**src/rtl/ad9518_spi_pkg.sv**
```systemverilog
`default_nettype none
// ============================================================================
// Module   : ad9518_spi_pkg
// Purpose  : Shared types and word-layout constants for the AD9518 3-wire
//            SPI master.
// Revision : 1.0 - initial release
// ============================================================================
package ad9518_spi_pkg;

   // Word sequencing states
   typedef enum logic [2:0] {
      IDLE  = 3'd0,
      SETUP = 3'd1,
      SHIFT = 3'd2,
      HOLD  = 3'd3,
      DONE  = 3'd4,
      GAP   = 3'd5
   } state_t;

   // Command word layout
   localparam int WORD_BITS  = 24;
   localparam int INSTR_BITS = 16;
   localparam int RW_BIT     = 23;
   localparam int DATA_BITS  = 8;

   // Width of the bit counter (counts 0..WORD_BITS-1)
   localparam int BIT_CNT_W  = 5;

endpackage
`default_nettype wire

```
**src/rtl/ad9518_spi_master_tick.sv**
```systemverilog
`default_nettype none
// ============================================================================
// Module   : ad9518_spi_tick
// Purpose  : SCLK half-period timer. Emits a one-cycle tick every CLK_DIV
//            cycles; restarting aligns the first tick CLK_DIV cycles later.
// Revision : 1.0 - initial release
// ============================================================================
module ad9518_spi_tick #(
   parameter int CLK_DIV = 4
) (
   input  logic CLK,
   input  logic RST,
   input  logic i_restart,
   output logic o_tick
);

   localparam int                 c_CNT_W = (CLK_DIV > 1) ? $clog2(CLK_DIV) : 1;
   localparam logic [c_CNT_W-1:0] c_LAST  = c_CNT_W'(CLK_DIV - 1);

   logic [c_CNT_W-1:0] r_cnt;

   // Free-running modulo-CLK_DIV counter, zeroed on reset or restart
   always_ff @(posedge CLK) begin
      if (RST || i_restart) begin
         r_cnt <= '0;
      end else if (r_cnt == c_LAST) begin
         r_cnt <= '0;
      end else begin
         r_cnt <= r_cnt + 1'b1;
      end
   end

   assign o_tick = (r_cnt == c_LAST);

endmodule
`default_nettype wire

```
**src/rtl/ad9518_spi_master.sv**
```systemverilog
`default_nettype none
// ============================================================================
// Module   : ad9518_spi_master
// Purpose  : Shifts one 24-bit AD9518 command word out over the 3-wire SPI,
//            turns SDIO around for read instructions and captures the byte,
//            then pulses CONFIG_END and enforces a CS_N high gap.
// Revision : 1.0 - initial release
// ============================================================================
module ad9518_spi_master #(
   parameter int CLK_DIV        = 4,
   parameter int CS_HIGH_CYCLES = 8
) (
   input  logic        CLK,
   input  logic        RST,
   input  logic        CONFIG_EN,
   input  logic [23:0] CONFIG_DATA,
   output logic        CONFIG_END,
   output logic        BUSY,
   output logic        SPI_CS_N,
   output logic        SPI_SCLK,
   output logic        SPI_SDO,
   output logic        SPI_SDO_OE,
   input  logic        SPI_SDI,
   output logic [7:0]  RD_DATA,
   output logic        RD_VALID
);

   import ad9518_spi_pkg::*;

   localparam logic [BIT_CNT_W-1:0] c_LAST_BIT       = BIT_CNT_W'(WORD_BITS - 1);
   localparam logic [BIT_CNT_W-1:0] c_FIRST_RD_BIT   = BIT_CNT_W'(INSTR_BITS);
   localparam logic [BIT_CNT_W-1:0] c_LAST_INSTR_BIT = BIT_CNT_W'(INSTR_BITS - 1);
   localparam int                   c_GAP_W          = $clog2(CS_HIGH_CYCLES + 1);
   localparam logic [c_GAP_W-1:0]   c_GAP_LAST       = c_GAP_W'(CS_HIGH_CYCLES - 1);

   state_t                 r_state;
   logic [WORD_BITS-2:0]   r_shift;     // bits still to be sent after the one on SDO
   logic [BIT_CNT_W-1:0]   r_bit_cnt;
   logic                   r_is_read;
   logic [DATA_BITS-1:0]   r_rd_shift;
   logic [c_GAP_W-1:0]     r_gap_cnt;
   logic                   r_armed;
   logic                   w_tick;
   logic                   w_start;

   // A word starts only from IDLE and only once per CONFIG_EN low period
   assign w_start = (r_state == IDLE) && CONFIG_EN && r_armed;

   ad9518_spi_tick #(
      .CLK_DIV   (CLK_DIV)
   ) u_tick (
      .CLK       (CLK),
      .RST       (RST),
      .i_restart (w_start),
      .o_tick    (w_tick)
   );

   // Word sequencer: drives the SPI pins and the handshake outputs
   always_ff @(posedge CLK) begin
      CONFIG_END <= 1'b0;
      RD_VALID   <= 1'b0;
      if (RST) begin
         r_state    <= IDLE;
         r_shift    <= '0;
         r_bit_cnt  <= '0;
         r_is_read  <= 1'b0;
         r_rd_shift <= '0;
         r_gap_cnt  <= '0;
         r_armed    <= 1'b1;
         BUSY       <= 1'b0;
         SPI_CS_N   <= 1'b1;
         SPI_SCLK   <= 1'b0;
         SPI_SDO    <= 1'b0;
         SPI_SDO_OE <= 1'b0;
         RD_DATA    <= '0;
      end else begin
         case (r_state)
            IDLE: begin
               if (w_start) begin
                  r_shift    <= CONFIG_DATA[WORD_BITS-2:0];
                  r_is_read  <= CONFIG_DATA[RW_BIT];
                  r_bit_cnt  <= '0;
                  SPI_SDO    <= CONFIG_DATA[WORD_BITS-1];
                  SPI_SDO_OE <= 1'b1;
                  SPI_CS_N   <= 1'b0;
                  BUSY       <= 1'b1;
                  r_state    <= SETUP;
               end
            end

            SETUP: begin
               if (w_tick) begin
                  r_state <= SHIFT;
               end
            end

            SHIFT: begin
               if (w_tick) begin
                  if (!SPI_SCLK) begin
                     // Rising edge: the device samples SDO, we sample SDI on
                     // the data phase of a read
                     SPI_SCLK <= 1'b1;
                     if (r_is_read && (r_bit_cnt >= c_FIRST_RD_BIT)) begin
                        r_rd_shift <= {r_rd_shift[DATA_BITS-2:0], SPI_SDI};
                     end
                  end else begin
                     // Falling edge: advance to the next bit
                     SPI_SCLK <= 1'b0;
                     if (r_bit_cnt == c_LAST_BIT) begin
                        r_state <= HOLD;
                     end else begin
                        r_bit_cnt <= r_bit_cnt + 1'b1;
                        SPI_SDO   <= r_shift[WORD_BITS-2];
                        r_shift   <= {r_shift[WORD_BITS-3:0], 1'b0};
                        // Hand SDIO to the device once the instruction is out
                        if (r_is_read && (r_bit_cnt == c_LAST_INSTR_BIT)) begin
                           SPI_SDO_OE <= 1'b0;
                        end
                     end
                  end
               end
            end

            HOLD: begin
               if (w_tick) begin
                  SPI_CS_N   <= 1'b1;
                  SPI_SDO_OE <= 1'b0;
                  SPI_SDO    <= 1'b0;
                  CONFIG_END <= 1'b1;
                  if (r_is_read) begin
                     RD_DATA  <= r_rd_shift;
                     RD_VALID <= 1'b1;
                  end
                  r_state <= DONE;
               end
            end

            DONE: begin
               // The CONFIG_END cycle is the first cycle of the CS high gap
               r_gap_cnt <= c_GAP_W'(1);
               r_state   <= GAP;
            end

            GAP: begin
               if (r_gap_cnt >= c_GAP_LAST) begin
                  BUSY    <= 1'b0;
                  r_state <= IDLE;
               end else begin
                  r_gap_cnt <= r_gap_cnt + 1'b1;
               end
            end

            default: begin
               r_state <= IDLE;
            end
         endcase

         // Re-arm whenever CONFIG_EN is seen low; disarm on completion so a
         // held-high CONFIG_EN cannot retrigger
         if (!CONFIG_EN) begin
            r_armed <= 1'b1;
         end else if (CONFIG_END) begin
            r_armed <= 1'b0;
         end
      end
   end

endmodule
`default_nettype wire

```
**config.mk**
```make
export PLATFORM = sky130hd
export DESIGN_NAME = ad9518_spi_master
export DESIGN_NICKNAME = d
export VERILOG_FILES = /design/src/rtl/ad9518_spi_pkg.sv /design/src/rtl/ad9518_spi_master_tick.sv /design/src/rtl/ad9518_spi_master.sv
export SDC_FILE = /design/constraint.sdc
export NUM_CORES = 1
export LEC_CHECK = 0
export CAP_MARGIN = 20
export CORE_ASPECT_RATIO = 1.4
export CORE_UTILIZATION = 50
export CTS_CLUSTER_DIAMETER = 120
export DETAILED_ROUTE_END_ITERATION = 8
export PLACE_DENSITY = 0.73
export REMOVE_ABC_BUFFERS = 1
export SYNTH_ARGS = -nofsm -noshare
export SYNTH_HDL_FRONTEND = slang
export SYNTH_SLANG_ARGS = --single-unit
```
**constraint.sdc**
```tcl
create_clock -name CLK -period 2.3 [get_ports CLK]
set_input_delay 0.345 -clock CLK [delete_from_list [all_inputs] [get_ports CLK]]
set_output_delay 0.345 -clock CLK [all_outputs]
set_load 0.02 [all_outputs]
```
==> impl_results.md <==
- Area Overhead vs Synth: 29.1%
- Leading post-synthesis cells by cell area: dfxtp_1, nand2_1, a311oi_1, a21oi_1, mux2i_1
- Post-synthesis simple-gate area fraction: a little over a fifth
- Critical path class: flop to flop
- # DRC: 0
- Synth Area in Adders: under 10%
- Largest net degree at the start of global routing: 26
- XOR/XNOR share of the synthesized area: less than 1%
- Post-synth top area cell: dfxtp_1
- Worst slew pin tran: 0.453 ns
- Starting Density: between 50% and 60%
- First-pass GRT wire length: 9990 µm
- Synth Instances: between 300 and 400
- Cell area after placement: approximately 3200 µm²
- Clk_skew: between 0.006 and 0.007 ns
- H-tree depth: 3
- Clock root cell: clkbuf_8
- Worst VDD drop: roughly 0.52 mV
- Via density: between 5 and 6
- Pwr/cell area: ~740 nW/µm²
- Max-slew violation count: 0
- Main combinational cell family by area after synthesis: simple AND/OR/NAND/NOR gates
- Most common cell after layout, fill and taps aside: dfxtp_1
- Clock transition at path regs: about 0.070 ns
- Synth Area per Inst: 8.48 µm²
- Worst path max stage delay: roughly 0.38 ns
- Routed wire per std cell: roughly 14 µm
- Drt initial violations: roughly 140
- Die H: 88.1 µm
- Grt total ovfl: 0
- Synth Area in Compound Gates: 21.2%
- Setup Fix Bufs, Post-CTS: 0
- Critical path required time: between 2 and 3 ns
- Commonest non-fill, non-tap cells in the layout: dfxtp_1, nand2_1, a21oi_1, clkdlybuf4s50_1, a311oi_1
- Nets: just under 400
- Warnings, synthesis: 0
- Final WL: about 5800 µm
- Vias: 2413
- I/O Pins: 43
- Cell Area, Synth: 2650 µm²
- Total GRT Usage: between 20 and 25%
- Tcrit/Tclk final: between 80 and 90%
- Worst path cell trace: ha_1 -> and3_1 -> a21o_1 -> buf_4 -> a21oi_1 -> a311oi_1
- Cts repair resizes: 0
- WHS: ~0.38 ns
- Fin cells: 429
- Sequential fraction of the synthesis area: between 40% and 50%
- Post-synth top area share: 46.9%
- # diodes: 0
- Worst Setup End Kind: flop
- Drt pass-1 iters: 4
- Place WS: 0.365 ns
- RSZ-0062 raised after global routing: no
- CP top delay family: compound AO/OA/AOI/OAI gates
- Pleak: 1.27 nW
- Longest Clk Path Bufs: 2
- Placed cells: 413
- Yosys reg bits: 62
- Run status: complete, no violations
- Yosys cell types: 40
- Number of buffers created by CTS: 9
- Clock sinks: between 60 and 70
- Share of layout cells above drive strength 1: approximately 11%
- Die ar.: roughly 5600 µm²
- Hold buffer count at cts: 0
- Period minus WS final: 1.85 ns
- Worst hold path type: input pin to flop
- Die X: 63.5 µm
- Routed Antenna Nets: 0
- Vias in the first global route: 2299
- Crit-path max FO: 25
- Worst skew pair latency: approximately 0.34 ns
- Mux contribution to synthesized area: roughly 3.4%
- CTS tree: done
- DP Wirelength: a little under 4000 µm
- Final worst slack: about 0.45 ns
- Cell Rows: 31
- Max Fclk: ~0.54 GHz
- CP arrival: 2.09 ns
- Slowest stage cell, crit path: ha_1
- Startpoint types: flop
- Max Cap Violations: 0
- Final setup viols: 0
- Total power: between 2 and 3 mW
- Final non-filler cell area: 3420 µm²
- Buffers plus inverters on the worst setup path: 1
- Std-Cell Core Area: ~5000 µm²
- Initial antenna violation count: 0
- IO Port Bufs: 42
- Slew headroom: approximately 70%
- GPL Wtd Cong: about 0.84
- Final hold vios: 0
metal layers:
layer	global-route usage (%)	part of all wire, %	vias up
met5	0	0	-
met4	15.7	3.1	0
met3	5.34	3.4	16
met2	39.4	48	63
met1	25.8	45	1115
li1	-	-	1219
stage by stage:
stage,setup TNS (ns),utilization [%]
after floorplan,-0.238,-
after global placement,0,62.1
after detailed placement,0,62.1
after CTS,0,66.7
after global routing,0,66.7
final,0,66.7
worst reg2reg max path, stage by stage (launching register included):
cell      delay, ns
dfxtp_1        0.34
ha_1           0.38
and3_1         0.25
a21o_1         0.13
buf_4          0.26
a21oi_1        0.11
a311oi_1       0.29
kinds of logic after synthesis:
| kind of cell | after synthesis |
|---|---|
| buf+inv | 28 |
| fa+ha+maj | 4 |
| xor+xnor | 2 |
| mux | 9 |
| simple gates | 122 |
| compound gates | 85 |
| flops | 62 |
sequential cells by signal, summed over array words and instances, names as in the netlist, 2 cells and up:
| register | count |
|---|---|
| r_shift | 23 |
| RD_DATA | 8 |
| r_rd_shift | 8 |
| r_bit_cnt | 5 |
| r_gap_cnt | 4 |
| r_state | 3 |
| u_tick.r_cnt | 2 |
final timing paths:
check        slack [ns]               to            start  depth (start not counted)
max                0.45      r_shift[11]  u_tick.r_cnt[0]                          6
min                0.38         SPI_SCLK              RST                          2
max reg2reg        0.45      r_shift[11]  u_tick.r_cnt[0]                          6
min reg2reg        0.44  u_tick.r_cnt[0]  u_tick.r_cnt[0]                          1
report_power, final:
part	switching [mW]	internal (mW)	leakage, nW
Sequential	0.0293	1.12	0.507
Clock	0.412	0.713	0.119
Combinational	0.123	0.123	0.641
layout make-up:
| class | count | area [µm²] |
|---|---|---|
| clock inverter | 7 | 113 |
| timing repair buffer | 59 | 543 |
| fill | 455 | 1700 |
| multi-input combinational | 222 | 1300 |
| clock buffer | 9 | 124 |
| inverter | 4 | 15.0 |
| sequential | 62 | 1240 |
| tap | 66 | 82.6 |
Yosys cell counts:
cell       instances
nand3b_1           1
a21o_1             2
nor3_1             6
a311oi_1          24
a21oi_1           41
a31oi_1            2
or3b_2             1
and3b_1            1
nor2b_1            2
ha_1               4
nand4_1            1
o21a_1             1
xor2_1             1
nor4b_1            1
o31ai_1            2
clkbuf_1          19
nor4_1             2
xnor2_1            1
a2111oi_2          1
inv_1              4
nor2_1            19
nand3_1           11
a221o_1            1
a41oi_1            1
and3_1             4
or3_1              2
nand4b_1           1
nor3b_1            1
mux2i_1            9
or2_2              1
or3b_1             1
nand2b_1           4
a211o_1            1
and4b_1            1
o21ai_0            6
a211oi_1           3
nand2_1           61
nor4_4             1
buf_2              5
dfxtp_1           62
Power figures use the tool's default switching activity.
